--- config.mk ---
export PLATFORM = sky130hd
export DESIGN_NAME = dcache_controller_flat
export DESIGN_NICKNAME = d
export VERILOG_FILES = /design/src/rtl/dcache_pkg.sv /design/src/rtl/dcache_if.sv /design/src/rtl/dcache_word_merge.sv /design/src/rtl/dcache_controller.sv /design/src/flat_wrapper.sv
export SDC_FILE = /design/constraint.sdc
export NUM_CORES = 1
export LEC_CHECK = 0
export BUFFER_PORTS_ARGS = -buffer_cell sky130_fd_sc_hd__buf_4
export CORE_AREA = 10 10 464 466
export DETAILED_ROUTE_END_ITERATION = 16
export DIE_AREA = 0 0 474 476
export GPL_TIMING_DRIVEN = 1
export PLACE_DENSITY = 0.37
export SLEW_MARGIN = 20
export SYNTH_ARGS = -nofsm -noshare
export SYNTH_HDL_FRONTEND = slang
export SYNTH_SLANG_ARGS = --single-unit
--- constraint.sdc ---
create_clock -name clk_i -period 4.09 [get_ports clk_i]
set_input_delay 1.0225 -clock clk_i [delete_from_list [all_inputs] [get_ports clk_i]]
set_output_delay 1.0225 -clock clk_i [all_outputs]
set_load 0.005 [all_outputs]
--- src/rtl/dcache_pkg.sv ---
// Shared types and field geometry for the direct-mapped-view data cache controller.
// The SRAM tag word is {valid, dirty, tag}.
package dcache_pkg;

    localparam int DEF_ADDR_W = 32;
    localparam int DEF_LINE_W = 256;
    localparam int DEF_IDX_W  = 4;

    localparam int OFFSET_W   = 5;
    localparam int TAG_W      = DEF_ADDR_W - DEF_IDX_W - OFFSET_W;
    localparam int WORD_W     = 32;
    localparam int WORD_SEL_W = 3;
    localparam int SRAM_TAG_W = TAG_W + 2;

    localparam int VALID_BIT  = 24;
    localparam int DIRTY_BIT  = 23;

    typedef enum logic [2:0] {
        IDLE,
        MISS,
        WRITEBACK,
        READMISS,
        READMISSOK
    } state_t;

endpackage

--- src/rtl/dcache_if.sv ---
// Bundles the CPU, tag/data SRAM and line-memory signals seen by the cache controller.
// The controller uses the slave view; the surrounding system drives the master view.
interface dcache_if
    import dcache_pkg::*;
#(
    parameter int ADDR_W = DEF_ADDR_W,
    parameter int LINE_W = DEF_LINE_W,
    parameter int IDX_W  = DEF_IDX_W
);

    logic [ADDR_W-1:0]     cpu_addr_i;
    logic [WORD_W-1:0]     cpu_data_i;
    logic                  cpu_MemRead_i;
    logic                  cpu_MemWrite_i;
    logic [WORD_W-1:0]     cpu_data_o;
    logic                  cpu_stall_o;

    logic [IDX_W-1:0]      sram_addr_o;
    logic [SRAM_TAG_W-1:0] sram_tag_o;
    logic [LINE_W-1:0]     sram_data_o;
    logic                  sram_enable_o;
    logic                  sram_write_o;
    logic [SRAM_TAG_W-1:0] sram_tag_i;
    logic [LINE_W-1:0]     sram_data_i;
    logic                  sram_hit_i;

    logic [ADDR_W-1:0]     mem_addr_o;
    logic [LINE_W-1:0]     mem_data_o;
    logic                  mem_enable_o;
    logic                  mem_write_o;
    logic [LINE_W-1:0]     mem_data_i;
    logic                  mem_ack_i;

    modport slave (
        input  cpu_addr_i, cpu_data_i, cpu_MemRead_i, cpu_MemWrite_i,
        output cpu_data_o, cpu_stall_o,
        output sram_addr_o, sram_tag_o, sram_data_o, sram_enable_o, sram_write_o,
        input  sram_tag_i, sram_data_i, sram_hit_i,
        output mem_addr_o, mem_data_o, mem_enable_o, mem_write_o,
        input  mem_data_i, mem_ack_i
    );

    modport master (
        output cpu_addr_i, cpu_data_i, cpu_MemRead_i, cpu_MemWrite_i,
        input  cpu_data_o, cpu_stall_o,
        input  sram_addr_o, sram_tag_o, sram_data_o, sram_enable_o, sram_write_o,
        output sram_tag_i, sram_data_i, sram_hit_i,
        input  mem_addr_o, mem_data_o, mem_enable_o, mem_write_o,
        output mem_data_i, mem_ack_i
    );

endinterface

--- src/rtl/dcache_word_merge.sv ---
// Combinational 32-bit word extract and word insert on a cache line, selected by word index.
module dcache_word_merge
    import dcache_pkg::*;
#(
    parameter int LINE_W = DEF_LINE_W
) (
    input  logic [LINE_W-1:0]     i_line,
    input  logic [WORD_SEL_W-1:0] i_sel,
    input  logic [WORD_W-1:0]     i_word,
    output logic [WORD_W-1:0]     o_word,
    output logic [LINE_W-1:0]     o_line
);

    always_comb begin
        o_word = i_line[i_sel*WORD_W +: WORD_W];
        o_line = i_line;
        o_line[i_sel*WORD_W +: WORD_W] = i_word;
    end

endmodule

--- src/rtl/dcache_controller.sv ---
// Write-back data cache controller: zero-cycle hits, dirty-victim writeback, then line refill.
// After a refill the access re-executes in IDLE as an ordinary hit.
module dcache_controller
    import dcache_pkg::*;
#(
    parameter int ADDR_W = DEF_ADDR_W,
    parameter int LINE_W = DEF_LINE_W,
    parameter int IDX_W  = DEF_IDX_W
) (
    input  logic     clk_i,
    input  logic     rst_i,
    dcache_if.slave  bus
);

    state_t              r_state;
    state_t              w_next_state;
    logic                r_mem_enable;
    logic                r_mem_write;
    logic [ADDR_W-1:0]   r_mem_addr;
    logic [LINE_W-1:0]   r_mem_data;

    logic                w_req;
    logic                w_write;
    logic                w_ack;
    logic                w_victim_dirty;
    logic [TAG_W-1:0]    w_cpu_tag;
    logic [IDX_W-1:0]    w_index;
    logic [WORD_SEL_W-1:0] w_word_sel;
    logic [WORD_W-1:0]   w_hit_word;
    logic [LINE_W-1:0]   w_merged_line;
    logic                w_issue;
    logic                w_issue_write;
    logic [ADDR_W-1:0]   w_issue_addr;
    logic [LINE_W-1:0]   w_issue_data;
    logic                w_unused;

    assign w_req          = bus.cpu_MemRead_i | bus.cpu_MemWrite_i;
    assign w_write        = bus.cpu_MemWrite_i;
    assign w_cpu_tag      = bus.cpu_addr_i[ADDR_W-1 -: TAG_W];
    assign w_index        = bus.cpu_addr_i[OFFSET_W +: IDX_W];
    assign w_word_sel     = bus.cpu_addr_i[2 +: WORD_SEL_W];
    assign w_victim_dirty = bus.sram_tag_i[VALID_BIT] & bus.sram_tag_i[DIRTY_BIT];
    // An ack arriving in the same cycle the request is presented belongs to nothing we issued.
    assign w_ack          = bus.mem_ack_i & ~r_mem_enable;
    assign w_unused       = ^bus.cpu_addr_i[1:0];

    assign bus.sram_addr_o  = w_index;
    assign bus.mem_addr_o   = r_mem_addr;
    assign bus.mem_data_o   = r_mem_data;
    assign bus.mem_enable_o = r_mem_enable;
    assign bus.mem_write_o  = r_mem_write;

    dcache_word_merge #(
        .LINE_W (LINE_W)
    ) u_word_merge (
        .i_line (bus.sram_data_i),
        .i_sel  (w_word_sel),
        .i_word (bus.cpu_data_i),
        .o_word (w_hit_word),
        .o_line (w_merged_line)
    );

    always_ff @(posedge clk_i) begin
        if (!rst_i) begin
            r_state      <= IDLE;
            r_mem_enable <= 1'b0;
            r_mem_write  <= 1'b0;
            r_mem_addr   <= '0;
            r_mem_data   <= '0;
        end else begin
            r_state      <= w_next_state;
            r_mem_enable <= w_issue;
            if (w_issue) begin
                r_mem_write <= w_issue_write;
                r_mem_addr  <= w_issue_addr;
                r_mem_data  <= w_issue_data;
            end
        end
    end

    always_comb begin
        w_next_state      = r_state;
        w_issue           = 1'b0;
        w_issue_write     = 1'b0;
        w_issue_addr      = '0;
        w_issue_data      = '0;
        bus.cpu_stall_o   = 1'b0;
        bus.cpu_data_o    = '0;
        bus.sram_enable_o = w_req;
        bus.sram_write_o  = 1'b0;
        bus.sram_tag_o    = '0;
        bus.sram_data_o   = '0;

        unique case (r_state)
            IDLE: begin
                if (w_req) begin
                    if (bus.sram_hit_i) begin
                        if (w_write) begin
                            bus.sram_write_o = 1'b1;
                            bus.sram_data_o  = w_merged_line;
                            bus.sram_tag_o   = {1'b1, 1'b1, w_cpu_tag};
                        end else begin
                            bus.cpu_data_o = w_hit_word;
                        end
                    end else begin
                        bus.cpu_stall_o = 1'b1;
                        w_next_state    = MISS;
                    end
                end
            end
            MISS: begin
                bus.cpu_stall_o = w_req;
                w_issue         = 1'b1;
                if (w_victim_dirty) begin
                    w_issue_write = 1'b1;
                    w_issue_addr  = {bus.sram_tag_i[TAG_W-1:0], w_index, {OFFSET_W{1'b0}}};
                    w_issue_data  = bus.sram_data_i;
                    w_next_state  = WRITEBACK;
                end else begin
                    w_issue_addr  = {w_cpu_tag, w_index, {OFFSET_W{1'b0}}};
                    w_next_state  = READMISS;
                end
            end
            WRITEBACK: begin
                bus.cpu_stall_o = w_req;
                if (w_ack) begin
                    w_issue      = 1'b1;
                    w_issue_addr = {w_cpu_tag, w_index, {OFFSET_W{1'b0}}};
                    w_next_state = READMISS;
                end
            end
            READMISS: begin
                bus.cpu_stall_o = w_req;
                if (w_ack) begin
                    bus.sram_write_o = 1'b1;
                    bus.sram_data_o  = bus.mem_data_i;
                    bus.sram_tag_o   = {1'b1, 1'b0, w_cpu_tag};
                    w_next_state     = READMISSOK;
                end
            end
            READMISSOK: begin
                bus.cpu_stall_o = w_req;
                w_next_state    = IDLE;
            end
            default: begin
                w_next_state = IDLE;
            end
        endcase

        if (!rst_i) begin
            bus.cpu_stall_o   = 1'b0;
            bus.cpu_data_o    = '0;
            bus.sram_enable_o = 1'b0;
            bus.sram_write_o  = 1'b0;
        end
    end

endmodule

--- src/flat_wrapper.sv ---
// flat-port wrapper written by rule: the top's interface ports become plain ports
module dcache_controller_flat import dcache_pkg::*;
#(
    parameter int ADDR_W = DEF_ADDR_W,
    parameter int LINE_W = DEF_LINE_W,
    parameter int IDX_W  = DEF_IDX_W
)
  (clk_i, rst_i, bus_cpu_addr_i, bus_cpu_data_i, bus_cpu_MemRead_i, bus_cpu_MemWrite_i, bus_cpu_data_o, bus_cpu_stall_o, bus_sram_addr_o, bus_sram_tag_o, bus_sram_data_o, bus_sram_enable_o, bus_sram_write_o, bus_sram_tag_i, bus_sram_data_i, bus_sram_hit_i, bus_mem_addr_o, bus_mem_data_o, bus_mem_enable_o, bus_mem_write_o, bus_mem_data_i, bus_mem_ack_i);
  dcache_if #(.ADDR_W(ADDR_W), .LINE_W(LINE_W), .IDX_W(IDX_W)) bus_i ();
  input  logic clk_i;
  input  logic rst_i;
  input wire logic [$bits(bus_i.cpu_addr_i)-1:0] bus_cpu_addr_i;
  input wire logic [$bits(bus_i.cpu_data_i)-1:0] bus_cpu_data_i;
  input wire logic [$bits(bus_i.cpu_MemRead_i)-1:0] bus_cpu_MemRead_i;
  input wire logic [$bits(bus_i.cpu_MemWrite_i)-1:0] bus_cpu_MemWrite_i;
  output wire logic [$bits(bus_i.cpu_data_o)-1:0] bus_cpu_data_o;
  output wire logic [$bits(bus_i.cpu_stall_o)-1:0] bus_cpu_stall_o;
  output wire logic [$bits(bus_i.sram_addr_o)-1:0] bus_sram_addr_o;
  output wire logic [$bits(bus_i.sram_tag_o)-1:0] bus_sram_tag_o;
  output wire logic [$bits(bus_i.sram_data_o)-1:0] bus_sram_data_o;
  output wire logic [$bits(bus_i.sram_enable_o)-1:0] bus_sram_enable_o;
  output wire logic [$bits(bus_i.sram_write_o)-1:0] bus_sram_write_o;
  input wire logic [$bits(bus_i.sram_tag_i)-1:0] bus_sram_tag_i;
  input wire logic [$bits(bus_i.sram_data_i)-1:0] bus_sram_data_i;
  input wire logic [$bits(bus_i.sram_hit_i)-1:0] bus_sram_hit_i;
  output wire logic [$bits(bus_i.mem_addr_o)-1:0] bus_mem_addr_o;
  output wire logic [$bits(bus_i.mem_data_o)-1:0] bus_mem_data_o;
  output wire logic [$bits(bus_i.mem_enable_o)-1:0] bus_mem_enable_o;
  output wire logic [$bits(bus_i.mem_write_o)-1:0] bus_mem_write_o;
  input wire logic [$bits(bus_i.mem_data_i)-1:0] bus_mem_data_i;
  input wire logic [$bits(bus_i.mem_ack_i)-1:0] bus_mem_ack_i;
  assign bus_i.cpu_addr_i = bus_cpu_addr_i;
  assign bus_i.cpu_data_i = bus_cpu_data_i;
  assign bus_i.cpu_MemRead_i = bus_cpu_MemRead_i;
  assign bus_i.cpu_MemWrite_i = bus_cpu_MemWrite_i;
  assign bus_cpu_data_o = bus_i.cpu_data_o;
  assign bus_cpu_stall_o = bus_i.cpu_stall_o;
  assign bus_sram_addr_o = bus_i.sram_addr_o;
  assign bus_sram_tag_o = bus_i.sram_tag_o;
  assign bus_sram_data_o = bus_i.sram_data_o;
  assign bus_sram_enable_o = bus_i.sram_enable_o;
  assign bus_sram_write_o = bus_i.sram_write_o;
  assign bus_i.sram_tag_i = bus_sram_tag_i;
  assign bus_i.sram_data_i = bus_sram_data_i;
  assign bus_i.sram_hit_i = bus_sram_hit_i;
  assign bus_mem_addr_o = bus_i.mem_addr_o;
  assign bus_mem_data_o = bus_i.mem_data_o;
  assign bus_mem_enable_o = bus_i.mem_enable_o;
  assign bus_mem_write_o = bus_i.mem_write_o;
  assign bus_i.mem_data_i = bus_mem_data_i;
  assign bus_i.mem_ack_i = bus_mem_ack_i;
  dcache_controller #(.ADDR_W(ADDR_W), .LINE_W(LINE_W), .IDX_W(IDX_W)) u_core (.clk_i(clk_i), .rst_i(rst_i), .bus(bus_i));
endmodule
* Word-level counts from Yosys, hierarchy flattened *
Index checks and enable logic that the tools add are counted.

word-level totals
  bits in registers = 293
  latch bits = 0
  RAM bits = 0
  ROM bits = 0
  output and inout bits = 610
  memories kept = 0

cells by class
  $add $sub $neg = 1
  multipliers = 0
  div/mod/pow operators = 0
  magnitude comparators = 0
  eq/ne operators = 8
  shift-type cells = 3
  multiplexer cells = 41
  bitwise logic cells = 4
  reduce and logical (&&, ||, !) cells = 3

operators by type and width
  cell                                                                        count
  256-bit 2-to-1 mux                                                          6
  256-bit one-hot mux with 2 select lines                                     1
  256-bit bitwise mux                                                         1
  32-bit by 34-bit variable shift with 256-bit output (first input constant)  1
  256-bit by 9-bit variable part select with 32-bit output                    1
  32-bit by 34-bit variable part select with 256-bit output                   1
  32-bit 2-to-1 mux                                                           7
  25-bit 2-to-1 mux                                                           4
  32-bit one-hot mux with 2 select lines                                      1
  25-bit one-hot mux with 2 select lines                                      1
  8-bit negator with 34-bit output                                            1
  1-bit 2-to-1 mux                                                            12
  3-bit 2-to-1 mux                                                            4
  3-bit one-hot mux with 4 select lines                                       1
  3-bit by 2-bit equality test with 1-bit output (second input constant)      2
  2-bit by 1-bit != test with 1-bit output (second input constant)            3
  1-bit one-hot mux with 2 select lines                                       3
  4-bit AND reduction                                                         1
  4-bit OR reduction                                                          1
  3-bit by 1-bit equality test with 1-bit output (second input constant)      1
  3-bit equality test (second input constant)                                 1
  3-bit logical NOT                                                           1
  1-bit bitwise AND                                                           2
  2-bit != test (second input constant)                                       1
  2 further kinds                                                             2

* Longest topological paths before layout *
Gate-level depths: netlist of run 1.

  word-level depth = 7
  gate-level depth with buffers = 11

* Hierarchy *
Synthesis of run 1 repeated with hierarchy kept, for this count alone.

second synthesis, totals
  cell total of the unflattened synthesis = 2135
  area total of the unflattened synthesis = 21804.7 µm²

modules (own cells, without submodules)
  module             instances  cells an instance  area each (µm²)  sequential area each (µm²)
  dcache_controller  1          1434               15290.9          5765.5
  dcache_word_merge  1          701                6513.7           0.0

* Least setup slack after synthesis of run 1 *
Ideal clock, no wire load.

  kind = input to output
  start point = input port bus_cpu_addr_i[2]
  end point = output port bus_sram_data_o[225]
  arrival = 3.105 ns
  required time = 3.068 ns
  slack = -0.038 ns
  stages on the path = 10
  cells stage by stage = buf_4 buf_4 inv_1 ha_1 ha_1 or4b_1 buf_2 buf_6 mux2i_1 o21ai_0

on the way
  cells in the longest elaborated chain, start to end = 7
  elaborated cells between the ends (all ways) = 8
  classes of those cells = add/sub: 1; shift: 2; mux: 5

RTL lines
  element                                                                                                                           RTL line                 RTL
  start, declared                                                                                                                   flat_wrapper.sv:12       input wire logic [$bits(bus_i.cpu_addr_i)-1:0] bus_cpu_addr_i;
  8-bit negator with 34-bit output (*)                                                                                              dcache_word_merge.sv:17  o_line[i_sel*WORD_W +: WORD_W] = i_word;
  32-bit by 34-bit variable part select with 256-bit output or 32-bit by 34-bit variable shift with 256-bit output (tied branches)  dcache_word_merge.sv:17
  256-bit bitwise mux (*)                                                                                                           dcache_word_merge.sv:17
  256-bit 2-to-1 mux (*)                                                                                                            dcache_controller.sv:98  if (w_write) begin
  256-bit 2-to-1 mux (*)                                                                                                            dcache_controller.sv:97  if (bus.sram_hit_i) begin
  256-bit 2-to-1 mux (*)                                                                                                            dcache_controller.sv:96  if (w_req) begin
  256-bit one-hot mux with 2 select lines (*)                                                                                       dcache_controller.sv:94  unique case (r_state)
  end, declared                                                                                                                     flat_wrapper.sv:20       output wire logic [$bits(bus_i.sram_data_o)-1:0] bus_sram_data_o;

Every way passes the cells marked *; elsewhere a longest branch is shown, timed or not.

* Worst setup path after layout of run 1 *
  start point = input port bus_cpu_addr_i[2]
  end point = output port bus_sram_data_o[138]

The elaborated chain is that of the path after synthesis.

==> results of run 1 <==
-- metrics by stage --
step                cell area (sq um)  instances  total power [uW]
floorplan                       18270       2156              4102
global route                    34260       6134             11810
finish                          34310       6152             11340
global placement                31470       6004              6494
detailed placement              31470       6004              6491
CTS                             33840       6106             11550
-- timing repair --
item                       4_1_cts  5_1_grt
gates cloned                     6        4
pin swaps                       14       13
setup endpoints to repair      206      150
gates resized for setup        116       95
setup buffers                   10        5
-- cell usage after synthesis --
cell and n:
a211oi_1 2, a21boi_1 4, a21o_1 1, a21oi_1 65, a22oi_1 256, a32oi_1 23
and2_1 58, and3_1 2, and3b_1 1, buf_1 6, buf_2 93, buf_4 25
buf_6 6, clkbuf_1 95, clkbuf_2 1, clkbuf_4 1, conb_1 1, dfxtp_1 288
ha_1 3, inv_1 4, inv_2 1, mux2i_1 248, mux4_2 64, nand2_1 331
nand2b_1 2, nand2b_2 1, nand3b_1 2, nand4_1 1, nand4b_1 1, nand4bb_1 3
nor2_1 13, nor2_2 1, nor2b_1 259, nor3_1 3, nor4b_2 1, nor4b_4 1
o2111ai_2 1, o21ai_0 204, o21ai_1 76, o2bb2ai_1 2, or4_1 1, or4b_1 1
-- tightest hold or removal path, stage by stage (launching register included) --
cell and delay (ns):
dfxtp_1 0.31, nand2_1 0.05, a21boi_1 0.05
-- power by group --
part / internal, uW / switching (uW)
sequential: 2920 / 69.3
combinational: 1480 / 2070
clock: 2900 / 1910
total: 7290 / 4050
-- cells by family (layout without fill, tap and decap cells) --
group	after synthesis	in the layout	share of synthesized area, %
adder cells (fa/ha/maj)	3	3	0.2056
flip-flops	288	288	31.58
AND/OR/NAND/NOR	682	682	18.94
buffers and inverters	232	1482	6.196
AO/OA/AOI/OAI	634	634	21.56
other	1	47	0.02054
multiplexers	312	312	21.49
-- path summary, 6_finish.rpt --
| check | from | endpoint | slack, ns | cells after the start |
|---|---|---|---|---|
| worst min register to register | u_core.bus.mem_addr_o[5]$_SDFFE_PN0P_ | u_core.bus.mem_addr_o[5]$_SDFFE_PN0P_ | 0.46 | 2 |
| worst max register to register | u_core.r_state[0]$_SDFFE_PN0P_ | u_core.bus.mem_data_o[31]$_SDFFE_PN0P_ | 1.57 | 6 |
| worst min-delay path | u_core.bus.mem_addr_o[5]$_SDFFE_PN0P_ | u_core.bus.mem_addr_o[5]$_SDFFE_PN0P_ | 0.46 | 2 |
| worst max-delay path | bus_cpu_addr_i[2] | bus_sram_data_o[138] | -0.18 | 11 |
-- routing by layer --
layer / vias to the layer above / GRT usage [%] / wire length, um / part of all wire, %
met5: - / 0 / 364 / 0.15
met4: 54 / 5.438 / 6640 / 2.8
met3: 277 / 9.008 / 27990 / 12
met2: 1441 / 30.52 / 103600 / 44
met1: 11840 / 24.40 / 97670 / 41
li1: 10230 / - / - / -
-- area by class of cell --
class                   count  area (sq um)
multi-input cells        1636         11820
well taps                2704          3383
clock inverters            30         446.7
fillers                 23460        171700
diodes                     42         105.1
clock buffers              61          1331
flip-flops and latches    288          5766
repair buffers           1386         11420
inverters                   5         28.78
-- registers in the layout, indices dropped and copies added, names as in the netlist --
register,cells
u_core.r_state,3
u_core.bus.mem_enable_o,1
u_core.bus.mem_data_o,256
u_core.bus.mem_write_o,1
u_core.bus.mem_addr_o,27
==> summary.md, run 1 <==
The flow ran to the end, but the final reports show violations. The final reports fail on negative setup slack. Static leakage: 0.01489 uW.

The library cells used most frequently in the layout, excluding fill and tap cells, are 1291 x buf_4, 330 x nand2_1, 288 x dfxtp_1. The power per standard cell area works out to 330.6 mW/mm^2. The final cell utilization of the core came out at 16.65%. The largest individual stage delay along the critical path comes from the cell or4_4. The cell chosen for the clock root is clkbuf_16. The final layout contains routed wiring with a total length of 236.3 mm. The number of antenna violations at the first check in global routing was 123.

The post-placement worst setup slack was -0.6571 ns. Clock tree synthesis found a total of 288 sinks. TritonCTS built the clock tree. The maximum fanout encountered on the critical timing path is 7, and the upper clock frequency limit is 234.4 MHz. The worst setup path category was in -> out.

The post-layout net count is 3976. Shortest period the worst path allows: 4.266 ns. Setup repair after global routing could not meet its margin everywhere. Compared with the post-synthesis result, the final layout area differs by 87.93%.

The total of warnings raised by yosys was 0; the normalized max-slew margin was 34.30%. The die covers 0.2256 sq mm. Sorting the synthesized cells by area gives the leading types as dfxtp_1 32%, mux2i_1 14%, a22oi_1 11%, nor2b_1 8.9%, mux4_2 7.9%. TritonCTS created 49 clock buffers.

The tools report the arrival time at the worst endpoint as 3.24 ns. The logs give 42 for the unique cell type count in the Yosys netlist and 6 for the count of TritonRoute iterations in the first routing pass. Largest stage delay on the critical path: 0.51 ns. The later pin in the worst-skew pair is clocked with a latency of 0.68 ns. The tools report the standard-cell row count as 167. For this block, the via count after detailed routing is 23850. At the pin with the least slew margin, the transition time is 0.9854 ns.

The most common cell after layout, fill and taps aside is buf_4. The data required time at the worst endpoint is 3.07 ns. The run gives 0 as the number of slew-limit violations in the final report. In the routed layout, each cell is associated on average with a via count of 3.876. Buffer levels on the longest clock path: 3.

In the final routed layout, each cell accounts on average for 38.40 um. Synthesis produced 2152 cells. Together, buffers and inverters on the worst path number 5.

The HPWL after detailed placement was 196.9 mm; the worst hold slack was 0.4645 ns. The synthesized design contains 288 register bits. Walking the worst path, the cells encountered are clkbuf_16 > inv_8 > ha_4 > ha_4 > nand2b_4 > or4_4 > buf_16 > mux2i_1 > o21ai_2 > buf_6 > buf_6. Entering global routing, the biggest net connects 87 pins.

The core box area came out at 0.2060 sq mm. Summed over its instances, the top area cell type makes up 31.58% of the synthesized netlist area. For the count of final setup violators, the log shows 46. The cell area that synthesis handed to floorplanning was 0.01826 sq mm. The global-route wire length before repair is 289.7 mm, and the final antenna-violating net count is 0. The tools report the initial core utilization as 8.861%. Total I/O pin count: 1217. The cell type group with the largest total delay on the critical path was buffers and inverters. Sequential cells were found to cover 31.58% of the synthesized design area. The congestion estimate from routability-driven global placement came to 0.8914. The number of hold violations in the final report was 0. The per-instance average area after synthesis was 8.483 sq um; the height of the die was 476 um. Global routing finished with a remaining overflow of 0. The min-delay analysis places its worst path in the category reg -> reg. IR analysis of the VDD net gives a maximum drop of 285.2 uV. The worst setup path is captured at an output port. Global routing used 19.66% of the available tracks. The tool flagged a number of max-cap violations equal to 0. The die is 474 um wide. Top cell type by total area after synthesis: dfxtp_1. Clock skew on the completed layout was measured at 0.03196 ns. The run gives -0.1760 ns as the worst setup slack after layout.

The DRC violations left is 0, and the count of buffers inserted at the top-level ports is 1209. The final clock period utilization by the worst path was 104.3%; the number of global-route vias before repair was 24360. The register clock-pin slew on the reported worst setup and hold paths was 0.06 ns; the number of hold buffers added after cts was 0. After routing, the total negative slack on setup checks comes to -3.196 ns. In this run, the number of DRC markers left after iteration 0 of detailed routing was 1956. The worst setup path is launched from a primary input. Cells with a size suffix above 1 make up 47.33% of the layout.

The H-tree was split into 2 levels.
Power figures use the tool's default switching activity.
==> run 2, diff against run 1 <==
--- a/config.mk
+++ b/config.mk
@@ -6,12 +6,13 @@
 export NUM_CORES = 1
 export LEC_CHECK = 0
 export BUFFER_PORTS_ARGS = -buffer_cell sky130_fd_sc_hd__buf_4
-export CORE_AREA = 10 10 464 466
+export CORE_AREA = 10 10 467 469
 export DETAILED_ROUTE_END_ITERATION = 16
-export DIE_AREA = 0 0 474 476
+export DIE_AREA = 0 0 477 479
 export GPL_TIMING_DRIVEN = 1
-export PLACE_DENSITY = 0.37
+export PLACE_DENSITY = 0.38
 export SLEW_MARGIN = 20
 export SYNTH_ARGS = -nofsm -noshare
 export SYNTH_HDL_FRONTEND = slang
+export SYNTH_HIERARCHICAL = 1
 export SYNTH_SLANG_ARGS = --single-unit
==> run 2 against run 1 <==
The flow still finishes with violations (negative setup slack). Setup slack better by 0.12 ns. Count of clock-buffer cells in the layout is 3 lower. Maximum frequency is 2.8% higher. Area after synthesis is 19% higher. Combinational power is 50% higher. Total power is 13% higher. Register-to-register slack better by 0.02 ns. Core utilization is 1.6 points higher. Sequential power is 4% higher. Highest routed layer unchanged.
==> summary.md, run 2 <==
The run finished, with violations left. The final reports fail on negative setup slack. For this run, design rule violations remaining after detail routing come to 0. The met1 routed wirelength after detailed routing was 82.05 mm.

The worst path uses 101.5% of the clock period. The logs give 0.2087 sq mm for the core box area and 3978 for the post-layout net count. The total overflow left after global routing is 0. The highest metal layer carrying signal wires in the routed design is met5. For the last weighted congestion value of the routability-driven placer, the log shows 0.8788. No sink is reached through more buffers than the 3 on the longest clock path.

On the final layout, the worst hold slack is 0.4589 ns. Number of storage elements in the synthesis netlist: 288. The largest individual stage delay along the critical path comes from the cell mux2_4. The mapped netlist covers 0.02180 sq mm.

The tools report the number of antenna violations at the first check in global routing as 84. The number of clock buffers inserted by TritonCTS was 45; the sequential cell area in the final layout was 0.005766 sq mm. The tools report the final cell count without fillers as 6219. Arrival time at the worst endpoint: 3.13 ns. The number of enable flip-flop cells after synthesis is 0, and the count of final setup violators is 23. The met2 routed wirelength is 113.5 mm. The floorplan step defined a die boundary enclosing 0.2285 sq mm.

The upper clock frequency limit came out at 240.9 MHz. Along the worst path, the maximum fanout reaches 25. Total of warnings raised by yosys: 6. The register clock-pin slew on the reported worst setup and hold paths is 0.05 ns, and the total instance count after detailed placement is 6089.

The ratio of routed vias to standard cells was 3.823; the largest net degree at the start of global routing was 109. Yosys instantiated no cell more often than dfxtp_1. The shortest period the worst path allows is 4.151 ns. In this run the remaining antenna-violating nets after routing total 0.

STA classifies the critical path endpoint as an output port. Worst setup path category: in -> out. The layout overhead on the synthesized area was 75.08%.

Async set-or-reset flop fraction in the synthesized netlist: 0%. Summed over all failing endpoints, the final setup total negative slack is -0.4055 ns. The area taken by multi-input logic gates was 0.01478 sq mm; the reported max-cap violation count was 0.

The global routing usage summed across all routing layers was 18.50%. After clock tree synthesis, the flow added hold-fix buffers numbering 0. The tools report the cell chosen for the clock root as clkbuf_16. The number of sinks handled by clock tree synthesis is 288. Walking the worst path, the cells encountered are buf_12 > inv_4 > ha_4 > ha_4 > buf_4 > nor4b_4 > nand2_4 > buf_12 > mux2_4 > a22o_1 > buf_4.

Of all cell types, the one taking the most synthesized area is dfxtp_1. The initial core utilization was 10.45%. The worst hold path belongs to the class reg -> reg. In this run, distinct cell masters in the synthesized netlist total 58. The logs give 24890 for the number of global-route vias before repair and 2 for the total number of H-tree levels. The commonest cells after synthesis are 288 x dfxtp_1, 276 x nor2b_1, 256 x a22o_1.

The floorplan has 168 rows. The worst setup slack after layout is -0.06061 ns, and the largest voltage drop on the vdd net is 383.6 uV. The wire-length estimate of the detail-placed layout is 188.7 mm.

The tools report the total I/O pin count as 1217. The number of hold violations in the final report came out at 0. The run gives 29.72% as the normalized max-slew margin. The area fraction of the dominant cell type after synthesis was 26.44%. Sorting the synthesized cells by area gives the leading types as dfxtp_1 26%, a22oi_2 11%, a22o_1 10%, nor2b_1 7.9%, mux2_2 7.7%. The sum of routed wire length over all layers is 225.6 mm, and the number of slew-limit violations in the final report is 0. The tools report the count of TritonRoute iterations in the first routing pass as 5. The fraction of final layout cells sized beyond drive strength 1 works out to 61.25%. The global-route wire length before repair was 281.6 mm; the per-instance average area after synthesis was 10.21 sq um.

The die is 477 um wide. The tools report the critical path launch point type as a primary input. The routed via count is 23770. The power per standard cell area is 335.2 mW/mm^2, and the height of the die is 479 um. The number of DRC markers in iteration 0 was 1525; the flip-flop count of the largest register, all copies and words added was 256.

Setup repair after global routing could not meet its margin everywhere. TritonCTS built the clock tree. Most common cell after layout, fill and taps aside: buf_4. The layout has 23440 filler cells. Among all flip-flop cells after synthesis, the most frequent one is dfxtp_1. For the pin with the worst max-slew slack, the measured transition is 1.053 ns. After detailed routing, the average wire length per cell comes to 36.27 um. The logs give 26.44% for the sequential cell area fraction in the yosys report and 0.69 ns for the clock insertion delay at the later pin of the skew report. During placement, the flow inserted port buffers numbering 1209. The largest single stage delay on the critical path is 0.39 ns.

The logs give 3.07 ns for the data required time at the worst endpoint and 12800 uW for the power consumption. For the final database, setup skew stands at 0.05236 ns. The logs give 24.25 mm for the met3 wire length and 0.01600 uW for the static leakage. Leaving out fill and tap cells, the most frequent cells in the layout are 1215 x buf_4, 288 x dfxtp_1, 276 x nor2b_1.

The number of standard cells after synthesis is 2135.
[run 2: worst paths after layout]
kind	slack (ns)	cells after the start	end	startpoint
worst max-delay path	-0.06	11	bus_sram_data_o[24]	bus_cpu_addr_i[3]
worst min-delay path	0.46	2	u_core/bus.mem_addr_o[21]$_SDFFE_PN0P_	u_core/bus.mem_addr_o[21]$_SDFFE_PN0P_
worst max register to register	1.59	6	u_core/bus.mem_data_o[184]$_SDFFE_PN0P_	u_core/r_state[1]$_SDFFE_PN0P_
worst min register to register	0.46	2	u_core/bus.mem_addr_o[21]$_SDFFE_PN0P_	u_core/bus.mem_addr_o[21]$_SDFFE_PN0P_
[run 2: repair_timing]
item	CTS	global route
cloned	5	6
gates resized for setup	155	131
setup buffers	18	6
setup endpoints to repair	158	154
pin swaps	14	29
[run 2: layout make-up]
| class | count | area share, % |
|---|---|---|
| tap | 2805 | 9.193 |
| clock buffer | 58 | 3.209 |
| sequential | 288 | 15.10 |
| clock inverter | 25 | 0.9243 |
| multi-input combinational | 1571 | 38.72 |
| antenna | 13 | 0.08522 |
| inverter | 37 | 0.3835 |
| timing repair buffer | 1422 | 32.38 |
[run 2: cells by family (layout without fill, tap and decap cells)]
logic type | after synthesis | count (layout) | share of synthesized area, %
muxes | 333 | 333 | 21.32
other | 1 | 18 | 0.01720
xor gates and xnor gates | 1 | 1 | 0.04017
buffers and inverters | 280 | 1542 | 9.107
and+or+nand+nor | 639 | 639 | 16.47
DFF | 288 | 288 | 26.44
adders and majority gates | 6 | 6 | 0.3443
AOI/OAI and AO/OA | 587 | 587 | 26.26
[run 2: routing by layer]
| layer | vias up | global-route usage (%) |
|---|---|---|
| met5 | - | 0 |
| met4 | 50 | 3.773 |
| met3 | 252 | 8.832 |
| met2 | 1216 | 33.73 |
| met1 | 11900 | 19.26 |
| li1 | 10350 | - |
[run 2: where the power goes]
group | switching [uW] | total, uW | internal, uW
combinational | 2950 | 5320 | 2370
sequential | 126 | 3100 | 2980
clock | 1810 | 4380 | 2570
total | 4880 | 12800 | 7920
[run 2: critical path: cells and delay by family]
kind	cells	cell delay, ns
fa+ha+maj	2	0.42
compound gates	1	0.22
simple gates	2	0.36
mux	1	0.39
buf+inv	5	0.63
[run 2: through the flow]
| stage | utilization (%) | area [sq um] | worst slack, ns |
|---|---|---|---|
| floorplan | - | 21910 | 0.0001232 |
| global placement | 16.70 | 34860 | -0.2281 |
| detailed placement | 16.70 | 34860 | -0.2420 |
| CTS | 17.91 | 37390 | -0.08720 |
| global route | 18.28 | 38160 | -0.1056 |
| finish | 18.29 | 38180 | -0.06061 |
